`src/rtl/sound_dispatcher_if.sv`:
```
// Handshake bundle between the game logic, the sound dispatcher and the sound player.
// The master side raises events and reports player activity; the slave side is the dispatcher.
interface sound_dispatcher_if #(
    parameter int FIFO_DEPTH = 4
);
    logic [6:0]                  evt_req;
    logic                        player_busy;
    logic                        flags_clr;
    logic                        play_sound;
    logic [2:0]                  sound_code;
    logic [$clog2(FIFO_DEPTH):0] fifo_count;
    logic                        overflow;
    logic                        ack_timeout;

    modport master (
        output evt_req, player_busy, flags_clr,
        input  play_sound, sound_code, fifo_count, overflow, ack_timeout
    );

    modport slave (
        input  evt_req, player_busy, flags_clr,
        output play_sound, sound_code, fifo_count, overflow, ack_timeout
    );
endinterface

```
`src/rtl/sound_dispatcher.sv`:
```
// Queues prioritised game sound events and hands them one at a time to the sound player,
// letting "game over" flush the queue and cut into a sound that is still playing.
module sound_dispatcher #(
    parameter int FIFO_DEPTH  = 4,
    parameter int ACK_TIMEOUT = 16
) (
    input logic               clk,
    input logic               rst,
    sound_dispatcher_if.slave bus
);
    localparam int AW = (FIFO_DEPTH > 1) ? $clog2(FIFO_DEPTH) : 1;
    localparam int CW = AW + 1;
    localparam int TW = (ACK_TIMEOUT > 1) ? $clog2(ACK_TIMEOUT) : 1;

    typedef enum logic [1:0] {
        IDLE,
        ISSUE,
        WAIT_ACK,
        WAIT_DONE
    } state_t;

    state_t          state;
    logic [2:0]      mem [FIFO_DEPTH];
    logic [AW-1:0]   rd_ptr;
    logic [AW-1:0]   wr_ptr;
    logic [CW-1:0]   count;
    logic [TW-1:0]   tcnt;
    logic            play_sound;
    logic [2:0]      sound_code;
    logic            overflow;
    logic            ack_timeout;

    logic [2:0]      acc_code;
    logic [2:0]      head_code;
    logic            game_over;
    logic            push_req;
    logic            push_ok;
    logic            drop;
    logic            issue_now;
    logic            timeout_hit;

    // Highest set strobe wins because later loop iterations overwrite earlier ones.
    always_comb begin
        acc_code = '0;
        for (int i = 0; i < 7; i++) begin
            if (bus.evt_req[i]) begin
                acc_code = 3'(i + 1);
            end
        end
    end

    always_comb begin
        head_code   = mem[rd_ptr];
        game_over   = (acc_code == 3'd7);
        push_req    = (acc_code != 3'd0) && !game_over;
        issue_now   = (count != '0) &&
                      (((state == IDLE) && !bus.player_busy) ||
                       ((state == WAIT_DONE) && (head_code == 3'd7)));
        push_ok     = push_req && ((count != CW'(FIFO_DEPTH)) || issue_now);
        drop        = push_req && (count == CW'(FIFO_DEPTH)) && !issue_now;
        timeout_hit = (state == WAIT_ACK) && !bus.player_busy &&
                      (tcnt == TW'(ACK_TIMEOUT - 1));
    end

    // Storage needs no reset: only entries counted by the pointers are ever read.
    always_ff @(posedge clk) begin
        if (game_over) begin
            mem[0] <= 3'd7;
        end else if (push_ok) begin
            mem[wr_ptr] <= acc_code;
        end
    end

    // A game-over flush overrides any simultaneous pop; the popped sound has already been issued.
    always_ff @(posedge clk or posedge rst) begin
        if (rst) begin
            rd_ptr <= '0;
            wr_ptr <= '0;
            count  <= '0;
        end else if (game_over) begin
            rd_ptr <= '0;
            wr_ptr <= AW'(1);
            count  <= CW'(1);
        end else begin
            if (issue_now) begin
                rd_ptr <= rd_ptr + AW'(1);
            end
            if (push_ok) begin
                wr_ptr <= wr_ptr + AW'(1);
            end
            case ({push_ok, issue_now})
                2'b10:   count <= count + CW'(1);
                2'b01:   count <= count - CW'(1);
                default: count <= count;
            endcase
        end
    end

    // The pulse is launched on entry to ISSUE, so it is high exactly while the FSM sits there.
    always_ff @(posedge clk or posedge rst) begin
        if (rst) begin
            state       <= IDLE;
            play_sound  <= 1'b0;
            sound_code  <= 3'd0;
            tcnt        <= '0;
            overflow    <= 1'b0;
            ack_timeout <= 1'b0;
        end else begin
            play_sound <= 1'b0;
            case (state)
                IDLE: begin
                    if (issue_now) begin
                        state      <= ISSUE;
                        play_sound <= 1'b1;
                        sound_code <= head_code;
                    end
                end
                ISSUE: begin
                    state <= WAIT_ACK;
                    tcnt  <= '0;
                end
                WAIT_ACK: begin
                    if (bus.player_busy) begin
                        state <= WAIT_DONE;
                    end else if (timeout_hit) begin
                        state <= IDLE;
                    end else begin
                        tcnt <= tcnt + TW'(1);
                    end
                end
                WAIT_DONE: begin
                    if (issue_now) begin
                        state      <= ISSUE;
                        play_sound <= 1'b1;
                        sound_code <= head_code;
                    end else if (!bus.player_busy) begin
                        state <= IDLE;
                    end
                end
                default: state <= IDLE;
            endcase

            if (drop) begin
                overflow <= 1'b1;
            end else if (bus.flags_clr) begin
                overflow <= 1'b0;
            end

            if (timeout_hit) begin
                ack_timeout <= 1'b1;
            end else if (bus.flags_clr) begin
                ack_timeout <= 1'b0;
            end
        end
    end

    assign bus.play_sound  = play_sound;
    assign bus.sound_code  = sound_code;
    assign bus.fifo_count  = count;
    assign bus.overflow    = overflow;
    assign bus.ack_timeout = ack_timeout;
endmodule

```
`src/flat_wrapper.sv`:
```
// flat-port wrapper written by rule: the top's interface ports become plain ports
module sound_dispatcher_flat 
#(
    parameter int FIFO_DEPTH  = 4,
    parameter int ACK_TIMEOUT = 16
)
  (clk, rst, bus_evt_req, bus_player_busy, bus_flags_clr, bus_play_sound, bus_sound_code, bus_fifo_count, bus_overflow, bus_ack_timeout);
  sound_dispatcher_if #(.FIFO_DEPTH(FIFO_DEPTH)) bus_i ();
  input logic clk;
  input logic rst;
  input wire logic [$bits(bus_i.evt_req)-1:0] bus_evt_req;
  input wire logic [$bits(bus_i.player_busy)-1:0] bus_player_busy;
  input wire logic [$bits(bus_i.flags_clr)-1:0] bus_flags_clr;
  output wire logic [$bits(bus_i.play_sound)-1:0] bus_play_sound;
  output wire logic [$bits(bus_i.sound_code)-1:0] bus_sound_code;
  output wire logic [$bits(bus_i.fifo_count)-1:0] bus_fifo_count;
  output wire logic [$bits(bus_i.overflow)-1:0] bus_overflow;
  output wire logic [$bits(bus_i.ack_timeout)-1:0] bus_ack_timeout;
  assign bus_i.evt_req = bus_evt_req;
  assign bus_i.player_busy = bus_player_busy;
  assign bus_i.flags_clr = bus_flags_clr;
  assign bus_play_sound = bus_i.play_sound;
  assign bus_sound_code = bus_i.sound_code;
  assign bus_fifo_count = bus_i.fifo_count;
  assign bus_overflow = bus_i.overflow;
  assign bus_ack_timeout = bus_i.ack_timeout;
  sound_dispatcher #(.FIFO_DEPTH(FIFO_DEPTH), .ACK_TIMEOUT(ACK_TIMEOUT)) u_core (.clk(clk), .rst(rst), .bus(bus_i));
endmodule
```
`config.mk`:
```
export PLATFORM = sky130hd
export DESIGN_NAME = sound_dispatcher_flat
export DESIGN_NICKNAME = d
export VERILOG_FILES = /design/src/rtl/sound_dispatcher_if.sv /design/src/rtl/sound_dispatcher.sv /design/src/flat_wrapper.sv
export SDC_FILE = /design/constraint.sdc
export NUM_CORES = 1
export LEC_CHECK = 0
export CORE_AREA = 2 2 58 60
export CTS_BUF_LIST = sky130_fd_sc_hd__clkbuf_8 sky130_fd_sc_hd__clkbuf_16
export DETAILED_ROUTE_END_ITERATION = 8
export DIE_AREA = 0 0 60 62
export PLACE_DENSITY_LB_ADDON = 0.08
export SYNTH_ARGS = -nofsm -noshare
export SYNTH_HDL_FRONTEND = slang
export SYNTH_SLANG_ARGS = --single-unit
```
`constraint.sdc`:
```
create_clock -name clk -period 2.7 [get_ports clk]
set_input_delay 0.675 -clock clk [delete_from_list [all_inputs] [get_ports clk]]
set_output_delay 0.675 -clock clk [all_outputs]
set_load 0.05 [all_outputs]
```
Word level (Yosys, flattened, before mapping):

Memories as Yosys holds them, arrays and structs flattened.
Cells that the tools add are included.
W data, S select, Z words.

* mux-type cells: 35
* add/sub/neg operators: 5
* eq/ne operators: 15
* reduce and logical (&&, ||, !) cells: 28

Operator list (number)
* $mux W2: 12
* $mux W3: 6
* $mux W1: 12
* $reduce_bool A2 Y1: 5
* $eq A3 B3 Y1 const B: 3
* $logic_and A1 B1 Y1: 9
* $reduce_bool A3 Y1: 3
* $mux W4: 2
* $pmux W2 S4: 1
* $pmux W4 S2: 1
* $eq A2 B2 Y1 const B: 3
* $ne A3 B2 Y1 const B: 2
* $pmux W3 S2: 1
* $reduce_and A3 Y1: 2
* $add A2 B1 Y2 const B: 2
* $add A4 B1 Y4 const B: 1
* $eq A2 B1 Y1 const B: 2
* $eq A4 B4 Y1 const B: 1
* $ne A2 B2 Y1 const B: 2
* $add A3 B1 Y3 const B: 1
* $logic_not A1 Y1: 3
* $ne A3 B3 Y1 const B: 1
* $reduce_or A3 Y1: 1
* $sub A3 B1 Y3 const B: 1
* 5 further kinds: 6

* register bits: 19
* input bits: 11
* memory bits (writable): 12
* memories: 1
* word-level logic and storage cells: 93

Memory list
* u_core.mem: depth 4, bits a word 3, read ports 1, clocked after Yosys merged registers in 0, write ports 1, line sound_dispatcher.sv:23 `logic [2:0] mem [FIFO_DEPTH];`

Logic depth before layout (Yosys ltp):

Gate-level depths: netlist of run 1.

* depth after elaboration: 16
* depth in mapped cells: 10
* gate-level depth less buffers: 10

Worst setup path after synthesis of run 1:

Ideal clock, no wire load.

* path kind: input port to flip-flop
* from: input port bus_evt_req[2]
* to: register u_core.count[2], in the netlist u_core.bus.fifo_count[2]
* library setup time: 0.126 ns
* setup slack: 0.232 ns
* arrival: 2.341 ns
* stages on the path: 8
* cell sequence: nor4_1 -> a21oi_1 -> a211oi_1 -> inv_1 -> fa_1 -> nand3b_1 -> mux2i_1 -> a311o_1

* cells in the longest elaborated chain, start to end: 12
* elaborated cells between the ends (all ways): 15
* classes of those cells: eq/ne: 3; mux: 7; reduce/logical: 5

Ends and longest elaborated chain
* from (decl): line flat_wrapper.sv:11 `input wire logic [$bits(bus_i.evt_req)-1:0] bus_evt_req;`
* $mux W2 *: line sound_dispatcher.sv:46 `if (bus.evt_req[i]) begin`
* $mux W3 * (4 in series): line sound_dispatcher.sv:46
* $eq A3 B3 Y1: line sound_dispatcher.sv:54 `game_over = (acc_code == 3'd7);`
* $logic_not A1 Y1: line sound_dispatcher.sv:55 `push_req = (acc_code != 3'd0) && !game_over;`
* $logic_and A1 B1 Y1: line sound_dispatcher.sv:55
* $logic_and A1 B1 Y1: line sound_dispatcher.sv:59 `push_ok = push_req && ((count != CW'(FIFO_DEPTH)) || issue_now);`
* $eq A2 B1 Y1 / $eq A2 B2 Y1 (equally long branches): line sound_dispatcher.sv:91 `case ({push_ok, issue_now})`
* $pmux W3 S2: line sound_dispatcher.sv:91
* $mux W3: line sound_dispatcher.sv:80 `end else if (game_over) begin`
* to (signal assigned): line sound_dispatcher.sv:92 `2'b10: count <= count + CW'(1);`
* to (signal assigned): line sound_dispatcher.sv:93 `2'b01: count <= count - CW'(1);`
* to (signal assigned): line sound_dispatcher.sv:94 `default: count <= count;`
* to (decl): line sound_dispatcher.sv:26 `logic [CW-1:0] count;`

Mark *: on every way between the ends. The rest lies on a longest branch, timed or not.
A chain may end at the register's enable or synchronous reset.

Worst setup path after layout of run 1:

* from: input port bus_evt_req[0]
* to: register u_core.count[2], in the netlist u_core.bus.fifo_count[2]

* cells in the longest elaborated chain, start to end: 14
* elaborated cells between the ends (all ways): 17
* classes of those cells: eq/ne: 3; mux: 9; reduce/logical: 5

Ends and longest elaborated chain (line)
* $mux W1 *: sound_dispatcher.sv:46
* $mux W2 * (2 in series): sound_dispatcher.sv:46
* $mux W3 * (4 in series): sound_dispatcher.sv:46
* $eq A3 B3 Y1: sound_dispatcher.sv:54
* $logic_not A1 Y1: sound_dispatcher.sv:55
* $logic_and A1 B1 Y1: sound_dispatcher.sv:55
* $logic_and A1 B1 Y1: sound_dispatcher.sv:59
* $eq A2 B1 Y1 / $eq A2 B2 Y1 (equally long branches): sound_dispatcher.sv:91
* $pmux W3 S2: sound_dispatcher.sv:91
* $mux W3: sound_dispatcher.sv:80

Marks and branches as above.

==> run summary, run 1 <==
die area: 3720 µm²
# hold bufs at CTS: 0
count leader, synth: nor2_1
layout cells sized above 1: 0.175
# setup viols final: 0
Die Y: 62 µm
Die Span X: 60 µm
EDFF count, synth: 12
Slew HR: 0.516
initial antenna violation count: 0
final instance area: 2010 µm²
GR Overflow Total: 0
Final Cycle Share: 0.943
Final Max Tran Viols: 0
Vias: 1123
Syn Inst Count: 140
post-route setup TNS: 0 ns
CTS tree: yes
Yosys reg bits: 31
Worst Path Arrival: 2.77 ns
crit end category: flop
HP Class: reg -> reg
clock latency on the worst-skew pair: 0.28 ns
CP peak stage delay: 0.43 ns
DRC: 0
Max-Cap Viols: 0
final RePlAce weighted congestion: 0.760
Routed Antenna Nets: 0
Clock Tree Buf Depth: 2
area leader, netlist: dfrtp_1
Initial DRC Count: 35
register area share after synthesis: 0.520
Initial Util: 0.506
syn_area_per_cell: 11.5 µm²
WP data required: 2.92 ns
n_diodes: 0
Clock Sinks: 31
Total GRT Usage: 0.182
post-synth top area share: 0.296
post-synth cell types: 39
vias per inst: 5.18
Leakage: 0.817 nW
Post-synth top cells: nor2_1 (20), dfrtp_1 (19), edfxtp_1 (12)
Post-DP Area: 1880 µm²
largest net degree at the start of global routing: 20
f_max: 393 MHz
nature of the critical path startpoint: primary input
WS Path Type: in -> reg
CP max-delay cell: clkdlybuf4s50_1
synth warn: 0
Synth Flop Type: dfrtp_1
I/O Buffers: 19
num ports: 20
vias in the first global route: 1071
register clock-pin slew on the reported worst setup and hold paths: 0.07 ns
Multi-input gate area: 722 µm²
cts bufs inserted: 5
main area contributors after synthesis: dfrtp_1 (30%), edfxtp_1 (22%), ha_1 (4.7%), nor2_1 (4.7%), mux4_2 (4.2%)
Clock Skews: 0.00351 ns
Power Dens Cells: 988 nW/µm²
FF/Latch Area: 836 µm²
Nets: 188
num rows: 21
H-tree Lvls: 2
Max VDD drop: 0.481 mV
Post-synth ARST share: 0.613
Synth Net Count: 158
RSZ-0062 raised after global routing: false
cell area after synthesis: 1610 µm²
minimum clock period after layout: 2.55 ns
CTS Root Cell: clkbuf_8
Fill cells: 274
crit-path cells: clkdlybuf4s50_1 -> nor4_2 -> a21oi_2 -> a211oi_2 -> inv_1 -> fa_2 -> buf_4 -> a2111oi_2 -> a311o_1
Synth-to-Final Area Change: 25.1%
drt total wl: 2.83 mm
first-pass iteration count of the detailed router: 4
Slew @ Worst Pin: 0.725 ns
status: finished clean
first-pass GRT wire length: 4.75 mm
Final Hold Vio Count: 0
crit path max fanout: 3
total core area: 3180 µm²
dpl hpwl: 2.18 mm
Routed WL per cell: 13.0 µm
-- kinds of logic after synthesis --
logic type	synth area share
compound gates	0.113
flops	0.520
buf+inv	0.0420
mux	0.0918
simple gates	0.142
fa+ha+maj	0.0591
xor+xnor	0.0327
-- state kept, by name, summed over array words and instances, names as in the netlist --
signal and cells:
u_core.tcnt 4, u_core.rd_ptr 2, u_core.mem 12, u_core.bus.overflow 1, u_core.bus.play_sound 1, u_core.bus.ack_timeout 1
u_core.bus.fifo_count 3, u_core.bus.sound_code 3, u_core.wr_ptr 2, u_core.state 2
-- metal layers --
metal	up-vias	GRT usage	part of all wire	wire length (µm)
li1	563	-	-	-
met1	530	0.216	0.43	1230
met2	23	0.306	0.51	1450
met3	7	0.0497	0.032	90
met4	0	0.0952	0.023	65
met5	-	0	0	0
-- final timing paths --
kind | startpoint | end | slack (ns) | depth (start not counted)
max | bus_evt_req[0] | u_core.bus.fifo_count[2] | 0.15 | 9
min | u_core.bus.sound_code[2] | u_core.bus.sound_code[2] | 0.51 | 1
max reg2reg | u_core.rd_ptr[0] | u_core.bus.fifo_count[2] | 0.25 | 8
min reg2reg | u_core.bus.sound_code[2] | u_core.bus.sound_code[2] | 0.51 | 1
max in group asynchronous | rst | u_core.wr_ptr[0] | 1.43 | 2
min in group asynchronous | rst | u_core.tcnt[0] | 0.81 | 2
-- stage by stage --
| stage | hold slack, ns | std cells | power (mW) | utilization | setup slack [ns] |
|---|---|---|---|---|---|
| global placement | 0.493 | 209 | 1.52 | 0.592 | -0.119 |
| detailed placement | 0.499 | 209 | 1.54 | 0.592 | -0.302 |
| finish | 0.508 | 217 | 1.99 | 0.633 | 0.154 |
| floorplan | 0.509 | 140 | 1.31 | - | 0.232 |
| global route | 0.545 | 217 | 2.14 | 0.633 | 0.0283 |
| CTS | 0.513 | 217 | 2.01 | 0.629 | 0.0221 |
-- layout by cell type, fill, tap and decap left out, drive strengths merged, types with 2 or more instances in the layout --
cell            n
buf             7
clkbuf          5
dfrtp          19
nand2           6
a21oi           7
ha              6
nand3b          4
edfxtp         12
nor2           20
mux2i           2
a21o            2
nand2b          3
nand3           2
inv            11
o21ai           5
clkinv          2
xor2            6
clkdlybuf4s50  19
mux4            3
nor2b           3
nor3            2
nand4           2
mux2            5
-- power by group --
group | internal [mW] | switching [mW]
clock network | 0.274 | 0.175
registers | 0.595 | 0.0858
logic | 0.363 | 0.495
total | 1.23 | 0.756
-- worst max-delay path: cells and delay by family --
| kind | cells | cell delay (ns) |
|---|---|---|
| adder cells (fa/ha/maj) | 1 | 0.36 |
| AO/OA/AOI/OAI | 4 | 0.73 |
| AND/OR/NAND/NOR | 1 | 0.34 |
| buffers and inverters | 3 | 0.67 |
-- final cells by class --
cell class | count | area share
clock inverter | 3 | 0.0218
sequential | 31 | 0.415
inverter | 11 | 0.0205
multi-input combinational | 95 | 0.359
clock buffer | 5 | 0.0342
timing repair buffer | 26 | 0.121
tap | 46 | 0.0286
-- timing repair --
action,CTS,global route
resized for setup,1,3
endpoints found under the setup margin,1,1
buffers inserted,0,0
pin swaps,0,3
cloned,0,0
Power figures use the tool's default switching activity.
==> inputs of run 2 (changes only) <==
--- a/config.mk
+++ b/config.mk
@@ -5,10 +5,12 @@
 export SDC_FILE = /design/constraint.sdc
 export NUM_CORES = 1
 export LEC_CHECK = 0
+export ABC_CLOCK_PERIOD_IN_PS = 2700
 export CORE_AREA = 2 2 58 60
 export CTS_BUF_LIST = sky130_fd_sc_hd__clkbuf_8 sky130_fd_sc_hd__clkbuf_16
 export DETAILED_ROUTE_END_ITERATION = 8
 export DIE_AREA = 0 0 60 62
+export GPL_ROUTABILITY_DRIVEN = 0
 export PLACE_DENSITY_LB_ADDON = 0.08
 export SYNTH_ARGS = -nofsm -noshare
 export SYNTH_HDL_FRONTEND = slang
==> results of run 2 <==
Same layout as run 1: the final DEF is identical, and so are final timing and power.
==> inputs of run 3 (changes only) <==
--- a/config.mk
+++ b/config.mk
@@ -6,10 +6,10 @@
 export NUM_CORES = 1
 export LEC_CHECK = 0
 export ABC_CLOCK_PERIOD_IN_PS = 2700
-export CORE_AREA = 2 2 58 60
+export CORE_AREA = 2 2 63 65
 export CTS_BUF_LIST = sky130_fd_sc_hd__clkbuf_8 sky130_fd_sc_hd__clkbuf_16
 export DETAILED_ROUTE_END_ITERATION = 8
-export DIE_AREA = 0 0 60 62
+export DIE_AREA = 0 0 65 67
 export GPL_ROUTABILITY_DRIVEN = 0
 export PLACE_DENSITY_LB_ADDON = 0.08
 export SYNTH_ARGS = -nofsm -noshare
==> run 3 against run 2 <==
Net effect:
- combinational power grew 2%
- power down 3.8%
- die area increased by 17%
- via count grew 2.9%
- sequential share of layout area about the same
- count of clock-buffer cells in the layout is the same
- sequential power about the same
- register-to-register slack better by 0.08 ns
- final area about the same
- worst setup slack better by 0.037 ns
- critical path type unchanged
- critical endpoint is now u_core.bus.fifo_count[1]
- largest cell class unchanged
==> run summary, run 3 (synthesis gave the netlist of run 1 again) <==
status: finished clean
most frequent cells in the layout: nor2_1 (20), clkdlybuf4s50_1 (19), dfrtp_1 (19)
Max VDD drop: 0.432 mV
Slew @ Worst Pin: 0.765 ns
initial antenna violation count: 0
setup ws final: 0.191 ns
RSZ-0062 raised after global routing: false
first-pass iteration count of the detailed router: 4
Die Y: 67 µm
CTS tree: yes
cts bufs inserted: 5
Layout Cells excl Fill: 221
Total GRT Usage: 0.172
Clock Sinks: 31
Cell Count Post-Placement: 213
WP data required: 2.87 ns
nature of the critical path startpoint: primary input
NetSw: 0.773 mW
Clock Power Share: 0.186
Initial Util: 0.446
Biggest register: u_core.mem
num rows: 22
Largest register FFs: 12
largest net degree at the start of global routing: 20
CTS Root Cell: clkbuf_8
H-tree Lvls: 2
# setup viols final: 0
n_diodes: 0
clock latency on the worst-skew pair: 0.28 ns
Fill cells: 328
Power Dens Cells: 951 nW/µm²
reg2reg setup slack: 0.33 ns
Largest regs: u_core.mem (12), u_core.tcnt (4)
die area: 4360 µm²
dpl hpwl: 2.37 mm
Max-Cap Viols: 0
I/O Buffers: 19
minimum clock period after layout: 2.51 ns
Final Max Tran Viols: 0
Clock Skews: 0.00292 ns
Final Hold Vio Count: 0
vias in the first global route: 1224
vias per inst: 5.23
Worst Path Arrival: 2.68 ns
Clock Tree Buf Depth: 2
crit end category: flop
Initial DRC Count: 28
Routed Antenna Nets: 0
P_int: 1.14 mW
setup repair bufs after CTS: 0
HP Class: reg -> reg
Die Span X: 65 µm
drt total wl: 3.11 mm
Synth-to-Final Area Change: 25.1%
Routed WL per cell: 14.1 µm
Comb power frac: 0.458
commonest non-fill, non-tap cell in the layout: nor2_1
Pwr Total: 1.91 mW
Final Cycle Share: 0.929
layout cells sized above 1: 0.179
register clock-pin slew on the reported worst setup and hold paths: 0.07 ns
total core area: 3610 µm²
Reg power frac: 0.357
GR Overflow Total: 0
Leakage: 0.811 nW
Nets: 190
f_max: 399 MHz
num ports: 20
Slew HR: 0.490
pre-CTS setup slack: -0.297 ns
first-pass GRT wire length: 5.45 mm
final core occ: 0.558
hold slack: 0.506 ns
Vias: 1156
crit path max fanout: 2
sw frac: 0.404
WS Path Type: in -> reg
DRC: 0
[run 3: cell count changes in the layout (fill, tap and decap cells not counted)]
cell | before | now
nor4_4 | 0 | 1
a21oi_1 | 6 | 7
clkinvlp_4 | 0 | 2
a21oi_2 | 1 | 0
clkinv_4 | 1 | 0
nor4_2 | 1 | 0
bufinv_16 | 1 | 0
buf_4 | 7 | 9
[run 3: final timing paths]
check | startpoint | to | cells past startpoint
min in group asynchronous | rst | u_core.bus.play_sound | 2
max | bus_evt_req[2] | u_core.bus.fifo_count[1] | 8
max reg2reg | u_core.rd_ptr[0] | u_core.bus.fifo_count[1] | 7
max in group asynchronous | rst | u_core.wr_ptr[1] | 2
min | u_core.bus.sound_code[0] | u_core.bus.sound_code[0] | 1
min reg2reg | u_core.bus.sound_code[0] | u_core.bus.sound_code[0] | 1
[run 3: final cells by class]
| class | instances | area [µm²] | area share |
|---|---|---|---|
| clock inverter | 3 | 20.0 | 0.00996 |
| clock buffer | 5 | 68.8 | 0.0342 |
| sequential | 31 | 836 | 0.416 |
| tap | 48 | 60.1 | 0.0299 |
| timing repair buffer | 28 | 258 | 0.128 |
| multi-input combinational | 95 | 727 | 0.362 |
| inverter | 11 | 41.3 | 0.0205 |
[run 3: what timing repair did]
action                     in CTS  in global routing
resized for setup               1                  3
setup endpoints to repair       1                  2
hold buffers                    0                  0
[run 3: routing by layer]
| layer | global-route usage | routed length, µm | vias to the layer above | part of all wire |
|---|---|---|---|---|
| met5 | 0 | 0 | - | 0 |
| met4 | 0.0878 | 76 | 0 | 0.024 |
| met3 | 0.0507 | 109 | 7 | 0.035 |
| li1 | - | - | 564 | - |
| met1 | 0.182 | 1280 | 557 | 0.41 |
| met2 | 0.309 | 1650 | 28 | 0.53 |
[run 3: power groups by stage]
stage	sequential (mW)	clock (mW)	combinational, mW
final	0.682	0.355	0.875
after global routing	0.701	0.389	0.970
after detailed placement	0.693	0	0.861
after CTS	0.683	0.368	0.867
after global placement	0.686	0	0.836
after floorplan	0.836	0	0.473
[run 3: critical path: stages]
cell and delay (ns):
clkdlybuf4s50_1 0.46, nor4_4 0.30, a21oi_1 0.14, a211oi_2 0.18, inv_1 0.08, fa_2 0.53, nor2_1 0.04, mux2_4 0.25
[run 3: per-stage QoR]
| stage | area (µm²) | TNS, ns |
|---|---|---|
| 5_1_grt | 2010 | 0 |
| 3_3_place_gp | 1900 | -0.235 |
| 6_report | 2010 | 0 |
| 3_5_place_dp | 1900 | -0.489 |
| 2_1_floorplan | 1610 | 0 |
| 4_1_cts | 1990 | 0 |
